[src/rtl/mem_pkg.sv]
// rtl/mem_pkg.sv - shared op codes, size encodings and FSM states for the MEM-stage access unit
package mem_pkg;

  // Load/store op codes, same encoding as the decoder emits
  localparam logic [7:0] EXE_LB_OP  = 8'b1110_0000;
  localparam logic [7:0] EXE_LH_OP  = 8'b1110_0001;
  localparam logic [7:0] EXE_LW_OP  = 8'b1110_0011;
  localparam logic [7:0] EXE_LBU_OP = 8'b1110_0100;
  localparam logic [7:0] EXE_LHU_OP = 8'b1110_0101;
  localparam logic [7:0] EXE_SB_OP  = 8'b1110_1000;
  localparam logic [7:0] EXE_SH_OP  = 8'b1110_1001;
  localparam logic [7:0] EXE_SW_OP  = 8'b1110_1011;

  // Bus transfer size encodings
  localparam logic [1:0] SIZE_B = 2'd0;
  localparam logic [1:0] SIZE_H = 2'd1;
  localparam logic [1:0] SIZE_W = 2'd2;

  typedef enum logic [1:0] {
    ST_IDLE,
    ST_REQ,
    ST_WAIT,
    ST_DONE
  } mem_state_e;

endpackage

[src/rtl/mem_align.sv]
// rtl/mem_align.sv - alignment check, store lane encoding and load formatting
module mem_align
  import mem_pkg::*;
(
  input  logic [7:0]  aluop,
  input  logic [1:0]  addr,
  input  logic [31:0] wdata,
  input  logic [31:0] rdata,
  output logic        mis,
  output logic [3:0]  wstrb,
  output logic [1:0]  size,
  output logic [31:0] wdata_lane,
  output logic [31:0] rdata_fmt
);

  logic [7:0]  rbyte;
  logic [15:0] rhalf;

  // Select the addressed byte and half-word of the little-endian read word
  always_comb begin
    rbyte = rdata[7:0];
    case (addr)
      2'd0:    rbyte = rdata[7:0];
      2'd1:    rbyte = rdata[15:8];
      2'd2:    rbyte = rdata[23:16];
      default: rbyte = rdata[31:24];
    endcase
    rhalf = addr[1] ? rdata[31:16] : rdata[15:0];
  end

  // Per-op size, misalignment, strobes, replicated store lanes and extended load data
  always_comb begin
    mis        = 1'b0;
    wstrb      = 4'b0000;
    size       = SIZE_W;
    wdata_lane = wdata;
    rdata_fmt  = rdata;
    case (aluop)
      EXE_LB_OP: begin
        size      = SIZE_B;
        rdata_fmt = {{24{rbyte[7]}}, rbyte};
      end
      EXE_LBU_OP: begin
        size      = SIZE_B;
        rdata_fmt = {24'd0, rbyte};
      end
      EXE_LH_OP: begin
        size      = SIZE_H;
        mis       = addr[0];
        rdata_fmt = {{16{rhalf[15]}}, rhalf};
      end
      EXE_LHU_OP: begin
        size      = SIZE_H;
        mis       = addr[0];
        rdata_fmt = {16'd0, rhalf};
      end
      EXE_LW_OP: begin
        mis = |addr;
      end
      EXE_SB_OP: begin
        size       = SIZE_B;
        wstrb      = 4'b0001 << addr;
        wdata_lane = {4{wdata[7:0]}};
      end
      EXE_SH_OP: begin
        size       = SIZE_H;
        mis        = addr[0];
        wstrb      = addr[1] ? 4'b1100 : 4'b0011;
        wdata_lane = {2{wdata[15:0]}};
      end
      EXE_SW_OP: begin
        mis   = |addr;
        wstrb = 4'b1111;
      end
      default: begin
        mis = 1'b0;
      end
    endcase
  end

endmodule

[src/rtl/mem_access_unit.sv]
// rtl/mem_access_unit.sv - MEM-stage data bus initiator with pipeline stall request
module mem_access_unit
  import mem_pkg::*;
#(
  parameter int ADDR_W = 32,
  parameter int DATA_W = 32
) (
  input  logic                clk_i,
  input  logic                rst_i,
  input  logic                mem_rmem_i,
  input  logic                mem_wmem_i,
  input  logic [7:0]          mem_aluop_i,
  input  logic [ADDR_W-1:0]   mem_addr_i,
  input  logic [DATA_W-1:0]   mem_wdata_i,
  input  logic                mem_excp_i,
  output logic                data_req_o,
  output logic                data_wr_o,
  output logic [1:0]          data_size_o,
  output logic [DATA_W/8-1:0] data_wstrb_o,
  output logic [ADDR_W-1:0]   data_addr_o,
  output logic [DATA_W-1:0]   data_wdata_o,
  input  logic                data_addr_ok_i,
  input  logic                data_data_ok_i,
  input  logic [DATA_W-1:0]   data_rdata_i,
  output logic                stall_req_o,
  output logic [DATA_W-1:0]   rdata_o,
  output logic                rdata_valid_o,
  output logic                adel_o,
  output logic                ades_o
);

  mem_state_e state, state_n;

  logic              rd_q, wr_q;
  logic [7:0]        op_q;
  logic [ADDR_W-1:0] addr_q;
  logic [DATA_W-1:0] wdata_q;

  logic              idle;
  logic              sel_rd, sel_wr;
  logic [7:0]        sel_op;
  logic [ADDR_W-1:0] sel_addr;
  logic [DATA_W-1:0] sel_wdata;

  logic              mis;
  logic [3:0]        wstrb;
  logic [1:0]        size;
  logic [31:0]       wdata_lane;
  logic [31:0]       rdata_fmt;

  logic              need;
  logic              req_c, stall_c;
  logic              load_done;

  // Live pipeline fields drive the bus in IDLE; the captured copy drives it afterwards
  assign idle      = (state == ST_IDLE);
  assign sel_rd    = idle ? mem_rmem_i  : rd_q;
  assign sel_wr    = idle ? mem_wmem_i  : wr_q;
  assign sel_op    = idle ? mem_aluop_i : op_q;
  assign sel_addr  = idle ? mem_addr_i  : addr_q;
  assign sel_wdata = idle ? mem_wdata_i : wdata_q;

  mem_align u_align (
    .aluop      (sel_op),
    .addr       (sel_addr[1:0]),
    .wdata      (sel_wdata),
    .rdata      (data_rdata_i),
    .mis        (mis),
    .wstrb      (wstrb),
    .size       (size),
    .wdata_lane (wdata_lane),
    .rdata_fmt  (rdata_fmt)
  );

  assign need = (mem_rmem_i | mem_wmem_i) & ~mis & ~mem_excp_i;

  // Next-state and handshake outputs; data_ok before addr_ok is deliberately ignored
  always_comb begin
    state_n = state;
    req_c   = 1'b0;
    stall_c = 1'b0;
    case (state)
      ST_IDLE: begin
        if (need) begin
          req_c   = 1'b1;
          stall_c = 1'b1;
          if (data_addr_ok_i && data_data_ok_i) state_n = ST_DONE;
          else if (data_addr_ok_i)              state_n = ST_WAIT;
          else                                  state_n = ST_REQ;
        end
      end
      ST_REQ: begin
        req_c   = 1'b1;
        stall_c = 1'b1;
        if (data_addr_ok_i && data_data_ok_i) state_n = ST_DONE;
        else if (data_addr_ok_i)              state_n = ST_WAIT;
      end
      ST_WAIT: begin
        stall_c = 1'b1;
        if (data_data_ok_i) state_n = ST_DONE;
      end
      default: begin
        state_n = ST_IDLE;
      end
    endcase
  end

  assign load_done = (state_n == ST_DONE) & sel_rd;

  // Reset forces the handshake low even while the pipeline still presents an access
  assign data_req_o   = req_c & ~rst_i;
  assign stall_req_o  = stall_c & ~rst_i;
  assign data_wr_o    = data_req_o & sel_wr;
  assign data_size_o  = data_req_o ? size : 2'd0;
  assign data_wstrb_o = data_req_o ? wstrb : '0;
  assign data_addr_o  = data_req_o ? sel_addr : '0;
  assign data_wdata_o = data_req_o ? wdata_lane : '0;

  // Address errors are reported only while the access is first presented
  assign adel_o = idle & ~rst_i & mem_rmem_i & mis;
  assign ades_o = idle & ~rst_i & mem_wmem_i & mis;

  // FSM state register
  always_ff @(posedge clk_i or posedge rst_i) begin
    if (rst_i) state <= ST_IDLE;
    else       state <= state_n;
  end

  // Capture the request on leaving IDLE so later cycles do not depend on the pipeline
  always_ff @(posedge clk_i or posedge rst_i) begin
    if (rst_i) begin
      rd_q    <= 1'b0;
      wr_q    <= 1'b0;
      op_q    <= 8'd0;
      addr_q  <= '0;
      wdata_q <= '0;
    end else if (idle && need) begin
      rd_q    <= mem_rmem_i;
      wr_q    <= mem_wmem_i;
      op_q    <= mem_aluop_i;
      addr_q  <= mem_addr_i;
      wdata_q <= mem_wdata_i;
    end
  end

  // Load result is latched on the completing data_ok and held until the next load
  always_ff @(posedge clk_i or posedge rst_i) begin
    if (rst_i) begin
      rdata_o       <= '0;
      rdata_valid_o <= 1'b0;
    end else begin
      rdata_valid_o <= load_done;
      if (load_done) rdata_o <= rdata_fmt;
    end
  end

endmodule

[config.mk]
export PLATFORM = sky130hd
export DESIGN_NAME = mem_access_unit
export DESIGN_NICKNAME = d
export VERILOG_FILES = /design/src/rtl/mem_pkg.sv /design/src/rtl/mem_align.sv /design/src/rtl/mem_access_unit.sv
export SDC_FILE = /design/constraint.sdc
export NUM_CORES = 1
export LEC_CHECK = 0
export CAP_MARGIN = 5
export CORE_MARGIN = 4
export CORE_UTILIZATION = 52
export CTS_BUF_LIST = sky130_fd_sc_hd__clkbuf_4
export CTS_CLUSTER_DIAMETER = 50
export DETAILED_ROUTE_END_ITERATION = 10
export GPL_ROUTABILITY_DRIVEN = 0
export PLACE_DENSITY = 0.89
export SETUP_SLACK_MARGIN = 0.05
export SLEW_MARGIN = 40
export SYNTH_ARGS = -nofsm -noshare
export SYNTH_HDL_FRONTEND = slang
export SYNTH_SLANG_ARGS = --single-unit
[constraint.sdc]
create_clock -name clk_i -period 23.6 [get_ports clk_i]
set_input_delay 7.08 -clock clk_i [delete_from_list [all_inputs] [get_ports clk_i]]
set_output_delay 7.08 -clock clk_i [all_outputs]
set_load 0.02 [all_outputs]
==> impl_metrics.ini, run 1 <==
[placement]
dp_cells = 989
dp_hpwl_um = 14670
port_buffers = 218

[floorplan]
coreArea_mm2 = 0.01216
die_w_um = 120.3
std_cell_rows = 40
die-area_mm2 = 0.01448
die_height_um = 120.3
start_util_pct = 53.95
ios = 219

[finish]
syn2layout_area_growth_pct = 36.61
drive_gt1_share_pct = 15.29
nNetsFinal = 947
stdcell_count = 1007

[clock_network]
htreeDepth = 3
clock_path_buffers = 2
root_buffer = clkbuf_4
cts_num_sinks = 109
insertion_delay_ps = 480
post-cts-setup-buffers = 0
cts_hold_buf = 0
ctsResizeCount = 0
cts_tree = yes
path_clk_slew_ps = 160
numCtsBuffers = 9

[worst_setup_path]
rr_endpoint = rdata_o[6]
rrSetupSlack_ps = 19470
crit_chain = clkdlybuf4s50_1 -> inv_1 -> a31oi_1 -> o211ai_2 -> a31oi_4 -> and2_2 -> o21ai_4 -> buf_4 -> a211oi_1 -> clkdlybuf4s50_1
crit_slowest_cell = clkdlybuf4s50_1
critPathBufInv = 4
r2r_cells = 11
critPathCapture = data_wdata_o[21]
cp.depth = 10
path_class = in2out
worstPathArrival_ps = 10500
cp-end-kind = output port
required_ps = 16520
cpMostUsedCell = clkdlybuf4s50_1
r2r-start = state[0]
cp-startpoint = mem_aluop_i[2]
worst_path_dominant_cell_family = buffers and inverters
critPathLaunchType = input port
crit_fanout = 55
max_stage_delay_ps = 680

[power]
leakage_nw = 3.650
p_per_area_mw_per_mm2 = 123.6
max-vdd-ir-drop_mv = 0.06254

[yosys]
synthTopCellsByArea = dfrtp_1, mux2_2, mux2i_1
muxShareOfSynthArea_pct = 28.34
ys_seq_area_share_pct = 41.57
mappedNetlistNets = 756
synth_top_family_by_area = multiplexers
synthFlopType = dfrtp_1
yosysWarnings = 0
synth-compound-area-share_pct = 13.92
syn_avg_cell_area_um2 = 10.24
synth_area_leader_cell = dfrtp_1
synth-seq-cells = 109
synth-simple-area-share_pct = 10.45
synth_cell_type_count = 47
synth-edff-count = 0
synth_area_mm2 = 0.006561
ys_async_sr_fraction_pct = 100.0
synth_top_area_share_pct = 41.57
synth_fa_ha_area_share_pct = 0.7628
synth_xor_area_share_pct = 0
syn-instance-count = 641

[sta]
finalSetupViolCount = 0
relSlewSlack_pct = 48.32
period_needed_ps = 17580
final_hold_viol_count = 0
rsz0062_at_grt = false
finalSetupTns_ps = 0
fmax_ghz = 0.05688
skew_ps = 21.89
worst_pin_slew_ps = 775.2
drv_slew = 0
finalCritPeriodShare_pct = 74.50

[route]
drt_iter0_markers = 401
drt_wl_total_um = 19870
firstDrtPassIters = 5
drc_errors = 0
wl_per_cell_um = 19.73
drtAntennaViolNets = 0
dr_total_vias = 5824
via_per_inst = 5.784

[hold_path]
hold_start = addr_q[22]
hold_depth = 2
hold_class = reg2reg

[global_routing]
grt_pass1_vias = 6182
grt_pass1_wl_um = 31380
grt_use_total_pct = 27.20
antenna_found_initial = 2
overflow = 0
grt_max_degree = 67

[run_status]
outcome = completed

[flow_run]
maxCapViolations = 0
## metal layers
metal  up-vias  GRT usage, %  routed length, um
met5         -             0                  0
met2       288         46.01               9642
li1       2691             -                  -
met3        45         8.185               1734
met1      2800         33.05               7949
met4         0         9.703                546
## report_power, final
group          switching, mW  total, mW  internal, mW
Combinational          0.363      0.682         0.320
Clock                 0.0651     0.0885        0.0235
Sequential            0.0566      0.337         0.281
Total                  0.484       1.11         0.624
## final cells by class
type	count	area, um^2
Fill cell	850	3198
Timing Repair Buffer	226	2246
Clock buffer	10	75.07
Antenna cell	2	5.005
Inverter	26	100.1
Tap cell	168	210.2
Sequential cell	109	2728
Multi-Input combinational cell	460	3551
Clock inverter	6	48.80
## state kept, by name, indices dropped and copies added (netlist names)
| register | flops |
|---|---|
| rdata_o | 32 |
| state | 2 |
| wr_q | 1 |
| addr_q | 32 |
| rd_q | 1 |
| op_q | 8 |
| wdata_q | 32 |
| rdata_valid_o | 1 |
## worst min path at each step
stage	to	slack, ps
floorplan	addr_q[22]	440
global placement	addr_q[27]	460
detailed placement	addr_q[22]	460
CTS	addr_q[22]	500
global route	addr_q[24]	520
finish	addr_q[22]	500
## per-stage QoR
stage	power (mW)	cell area (um^2)	setup slack [ps]	hold slack (ps)	utilization, %
final	1.108	8964	6019	499.1	73.70
after global routing	1.174	8964	5819	523.5	73.70
after CTS	1.108	8955	5751	499.7	73.63
after detailed placement	1.018	8831	5757	462.5	72.61
after global placement	0.9898	8818	5941	459.8	72.51
after floorplan	0.7800	6561	5935	445.0	-
## synthesized netlist by cell type, types with 3 or more instances
master     number
o2bb2ai_1       8
or2_2           4
a31oi_1         4
o22ai_1        11
nand2_1        43
buf_1           4
nor3_1          4
a211oi_1       40
mux2_2         84
and2_1          3
a2bb2oi_1       8
nor2_1         70
clkbuf_1       12
dfrtp_1       109
buf_2          23
mux2i_1        82
buf_4           7
o21ai_0         5
inv_1          26
ha_1            4
a21oi_1        42
nor2b_1        16
mux2_1          3
## tightest hold or removal path, delay by kind of cell (launching register included)
family / cells / cell delay [ps]
and+or+nand+nor: 2 / 110
DFF: 1 / 380
## logic make-up after synthesis
logic type               Yosys count
multiplexers                     172
AND/OR/NAND/NOR                  152
AO/OA/AOI/OAI                    132
flip-flops                       109
buffers and inverters             72
adder cells (fa/ha/maj)            4
## cells in the final DEF, fill, tap and decap left out, drive strengths merged, types with 2 or more instances in the layout
cell,count
nand2,43
nor3b,3
dfrtp,109
nor2,70
o22ai,11
nor3,4
a2bb2oi,8
nand4b,2
buf,8
or2,4
ha,4
diode,2
a211oi,40
nor2b,16
mux2i,83
mux4,2
nand4,2
o21a,2
mux2,87
inv,27
clkbuf,10
and2,3
o2bb2ai,8
a31oi,5
o21ai,7
clkdlybuf4s50,218
clkinvlp,5
a21oi,43
Power figures use the tool's default switching activity.
==> run 2, diff against run 1 <==
--- a/config.mk
+++ b/config.mk
@@ -7,12 +7,12 @@
 export LEC_CHECK = 0
 export CAP_MARGIN = 5
 export CORE_MARGIN = 4
-export CORE_UTILIZATION = 52
+export CORE_UTILIZATION = 43
 export CTS_BUF_LIST = sky130_fd_sc_hd__clkbuf_4
 export CTS_CLUSTER_DIAMETER = 50
 export DETAILED_ROUTE_END_ITERATION = 10
 export GPL_ROUTABILITY_DRIVEN = 0
-export PLACE_DENSITY = 0.89
+export PLACE_DENSITY = 0.79
 export SETUP_SLACK_MARGIN = 0.05
 export SLEW_MARGIN = 40
 export SYNTH_ARGS = -nofsm -noshare
==> constraint.sdc (replaced) <==
create_clock -name clk_i -period 16.15 [get_ports clk_i]
set_input_delay 4.845 -clock clk_i [delete_from_list [all_inputs] [get_ports clk_i]]
set_output_delay 4.845 -clock clk_i [all_outputs]
set_load 0.02 [all_outputs]
==> impl_metrics.ini, run 2 (same netlist as run 1, synthesis figures left out) <==
[global_routing]
grt_max_degree = 69
overflow = 0
grt_pass1_wl_um = 30990
antenna_found_initial = 3
grt_use_total_pct = 22.25
grt_pass1_vias = 5564

[clock_network]
cts_num_sinks = 109
post-cts-setup-buffers = 0
root_buffer = clkbuf_4
ctsResizeCount = 0
path_clk_slew_ps = 160
cts_hold_buf = 0
cts_tree = yes
htreeDepth = 3
numCtsBuffers = 9
insertion_delay_ps = 480
clock_path_buffers = 2

[sta]
finalSetupTns_ps = 0
skew_ps = 15.26
drv_slew = 0
period_needed_ps = 13000
finalCritPeriodShare_pct = 80.53
finalSetupViolCount = 0
worst_slack_ps = 3145
rsz0062_at_grt = false
relSlewSlack_pct = 45.00
final_hold_viol_count = 0
worst_pin_slew_ps = 821.9
fmax_ghz = 0.07689

[floorplan]
die_height_um = 131.5
die-area_mm2 = 0.01730
std_cell_rows = 44
coreArea_mm2 = 0.01475
start_util_pct = 44.47
ios = 219
die_w_um = 131.5

[finish]
final_util_pct = 61.08
drive_gt1_share_pct = 15.27
syn2layout_area_growth_pct = 37.34
final_area_mm2 = 0.009011
stdcell_count = 1025
layout_commonest_cell = clkdlybuf4s50_1
mostFrequentLayoutCells = clkdlybuf4s50_1, dfrtp_1, mux2_2
nNetsFinal = 948
top_regs = addr_q (32), rdata_o (32), wdata_q (32)
num-fill-cells = 1266

[worst_setup_path]
crit_fanout = 68
r2r-start = state[0]
path_class = in2out
critPathLaunchType = input port
rr_endpoint = rdata_o[10]
cp-end-kind = output port
r2r_cells = 10
rrSetupSlack_ps = 12060
required_ps = 11300
worstPathArrival_ps = 8160

[placement]
post-place-ws_ps = 3162
post_dp_cell_area_mm2 = 0.008851
dp_hpwl_um = 14360
port_buffers = 218
dp_cells = 1006

[hold_path]
hold_class = reg2reg
hold_depth = 2
hold_start = addr_q[26]
whs_endpoint = addr_q[26]

[power]
p_per_area_mw_per_mm2 = 180.2
leakage_nw = 3.674
max-vdd-ir-drop_mv = 0.08359

[route]
drt_wl_total_um = 19710
firstDrtPassIters = 5
dr_total_vias = 5617
drc_errors = 0
via_per_inst = 5.480
drt_iter0_markers = 289
drtAntennaViolNets = 0
wl_per_cell_um = 19.23

[flow_run]
maxCapViolations = 0

[run_status]
outcome = completed
## run 2: worst max-delay path by stage
stage / startpoint / end / slack, ps
floorplan: rst_i / data_size_o[0] / 2950
global route: mem_aluop_i[2] / data_wdata_o[31] / 2870
finish: mem_aluop_i[2] / data_wdata_o[20] / 3150
global placement: mem_aluop_i[7] / data_wdata_o[30] / 2970
detailed placement: mem_addr_i[0] / data_wdata_o[24] / 3160
CTS: mem_addr_i[0] / data_wdata_o[24] / 3130
## run 2: final cells by class
| cell class | count | area [um^2] | share of cell area (%) |
|---|---|---|---|
| antenna | 3 | 7.507 | 0.08331 |
| clock buffer | 9 | 67.56 | 0.7498 |
| clock inverter | 7 | 81.33 | 0.9025 |
| inverter | 26 | 100.1 | 1.111 |
| multi-input combinational | 460 | 3540 | 39.28 |
| sequential | 109 | 2728 | 30.27 |
| tap | 184 | 230.2 | 2.555 |
| timing repair buffer | 227 | 2257 | 25.05 |
## run 2: per-layer routing
metal | track usage [%] | up-vias | share of wire, %
li1 | - | 2689 | -
met1 | 29.95 | 2668 | 43
met2 | 33.81 | 216 | 45
met3 | 5.849 | 44 | 7.3
met4 | 9.977 | 0 | 3.9
met5 | 0 | - | 0
## run 2: worst max-delay path, stage by stage
cell and delay [ps]:
clkdlybuf4s50_1 520, inv_1 70, a31oi_1 240, o211ai_2 170, a31oi_4 250, and2_2 540
o21ai_4 130, buf_4 380, a211oi_1 320, clkdlybuf4s50_1 660
## run 2: report_power, final
part           switching (mW)  internal, mW  total [mW]
Combinational           0.524         0.467       0.991
Sequential             0.0743         0.410       0.484
Clock                  0.0994        0.0493       0.149
## run 2: stage by stage
stage | total power [mW] | hold slack, ps
global placement | 1.466 | 456.6
finish | 1.624 | 495.7
floorplan | 1.140 | 445.0
detailed placement | 1.481 | 461.6
CTS | 1.633 | 499.8
global route | 1.727 | 509.9
==> run 3, diff against run 2 <==
--- a/config.mk
+++ b/config.mk
@@ -7,12 +7,12 @@
 export LEC_CHECK = 0
 export CAP_MARGIN = 5
 export CORE_MARGIN = 4
-export CORE_UTILIZATION = 43
+export CORE_UTILIZATION = 48
 export CTS_BUF_LIST = sky130_fd_sc_hd__clkbuf_4
 export CTS_CLUSTER_DIAMETER = 50
 export DETAILED_ROUTE_END_ITERATION = 10
 export GPL_ROUTABILITY_DRIVEN = 0
-export PLACE_DENSITY = 0.79
+export PLACE_DENSITY = 0.83
 export SETUP_SLACK_MARGIN = 0.05
 export SLEW_MARGIN = 40
 export SYNTH_ARGS = -nofsm -noshare
==> constraint.sdc (replaced) <==
create_clock -name clk_i -period 13.1 [get_ports clk_i]
set_input_delay 3.93 -clock clk_i [delete_from_list [all_inputs] [get_ports clk_i]]
set_output_delay 3.93 -clock clk_i [all_outputs]
set_load 0.02 [all_outputs]
==> impl_metrics.ini, run 3 (same netlist as run 1, synthesis figures left out) <==
[finish]
top_regs = addr_q (32), rdata_o (32), wdata_q (32)
stdcell_count = 1014
drive_gt1_share_pct = 15.27
syn2layout_area_growth_pct = 37.22
layout_commonest_cell = clkdlybuf4s50_1
num-fill-cells = 1013
register_area_mm2 = 0.002728
final_util_pct = 67.72
diodes = 0
nNetsFinal = 948
multiInputGateArea_mm2 = 0.003551
mostFrequentLayoutCells = clkdlybuf4s50_1, dfrtp_1, mux2_2

[global_routing]
grt_use_total_pct = 25.28
grt_pass1_wl_um = 32260
grtUsageMet3_pct = 5.317
met2_usage_pct = 43.70
overflow = 0
antenna_found_initial = 0
use_met1_pct = 31.71
top_usage_layer = met2
grt_max_degree = 66
grt_pass1_vias = 6309

[placement]
port_buffers = 218
dp_hpwl_um = 14580
dp_cells = 998

[sta]
finalSetupViolCount = 0
rsz0062_at_grt = false
drv_slew = 0
final_hold_viol_count = 0
finalSetupTns_ps = 0
period_needed_ps = 11310
finalCritPeriodShare_pct = 86.34
relSlewSlack_pct = 44.50
skew_ps = 24.33
fmax_ghz = 0.08841
worst_pin_slew_ps = 832.6

[clock_network]
insertion_delay_ps = 480
ctsResizeCount = 0
cts_num_sinks = 109
htreeDepth = 3
path_clk_slew_ps = 160
clock_path_buffers = 2
numCtsBuffers = 9
cts_hold_buf = 0
cts_tree = yes
root_buffer = clkbuf_4
post-cts-setup-buffers = 0

[power]
p_per_area_mw_per_mm2 = 223.5
combinationalPowerShare_pct = 61.3
leakage_nw = 3.684
p_sw_share_pct = 43.17
max-vdd-ir-drop_mv = 0.1163
p_switching_mw = 0.8688
intPower_mw = 1.144
p_clk_share_pct = 8.6
seqPwrFrac_pct = 30.1

[route]
via_per_inst = 5.852
drt_iter0_markers = 453
drtAntennaViolNets = 0
firstDrtPassIters = 5
wl_per_cell_um = 19.76
dr_total_vias = 5934
drt_wl_total_um = 20040
drc_errors = 0

[worst_setup_path]
r2r-start = state[0]
required_ps = 9170
critPathLaunchType = input port
path_class = in2out
cp-startpoint = mem_addr_i[1]
worstPathArrival_ps = 7380
rrSetupSlack_ps = 9030
cp-end-kind = output port
crit_fanout = 46

[floorplan]
die_height_um = 124.9
die_w_um = 124.9
ios = 219
die-area_mm2 = 0.01560
coreArea_mm2 = 0.01330
std_cell_rows = 42
start_util_pct = 49.35

[run_status]
outcome = completed

[hold_path]
hold_class = reg2reg
hold_start = addr_q[23]

[flow_run]
maxCapViolations = 0
==> run 3: cell types whose count changed in the layout (fill, tap and decap cells not counted), sizes merged <==
cell,delta
clkinv,+6
clkinvlp,-3
diode,-3
inv,-3
==> run 3: power groups by stage <==
stage          registers (mW)  logic, mW  clock network [mW]
2_1_floorplan           0.647      0.758                   0
3_3_place_gp            0.598       1.19                   0
3_5_place_dp            0.611       1.22                   0
4_1_cts                 0.602       1.23               0.177
5_1_grt                 0.625       1.32               0.191
6_report                0.605       1.23               0.173
==> run 3: stage by stage <==
step	worst slack, ps	area (um^2)	power (mW)	hold WS, ps
after CTS	1793	8995	2.010	508.6
after floorplan	1735	6561	1.405	445.0
after global routing	1579	9004	2.133	529.4
after global placement	1609	8821	1.784	457.3
final	1789	9004	2.013	503.4
after detailed placement	1800	8861	1.835	472.8
==> run 3: layout make-up <==
type / count / area share, %
multi-input cells: 460 / 39.44
flip-flops and latches: 109 / 30.29
repair buffers: 227 / 25.19
well taps: 176 / 2.446
inverters: 26 / 1.140
clock buffers: 9 / 0.7504
clock inverters: 7 / 0.7365
==> run 3: metal layers <==
| layer | vias to the layer above | share of wire (%) |
|---|---|---|
| met2 | 278 | 50 |
| met3 | 27 | 6.9 |
| met4 | 0 | 1.8 |
| li1 | 2688 | - |
| met1 | 2941 | 41 |
| met5 | - | 0 |
==> run 3: worst paths after layout <==
kind,endpoint,cells after the start
setup / recovery,data_wdata_o[14],9
min in group asynchronous,rdata_o[1],2
max in group asynchronous,addr_q[27],3
setup reg to reg,rdata_o[5],12
hold / removal,addr_q[23],2
hold reg to reg,addr_q[23],2
==> run 3: worst max-delay path, cell delays in order <==
cell             delay (ps)
clkdlybuf4s50_1         500
o31ai_2                 380
o211ai_2                200
a31oi_4                 260
and2_2                  520
o21ai_4                 290
buf_4                   370
a211oi_1                250
clkdlybuf4s50_1         660
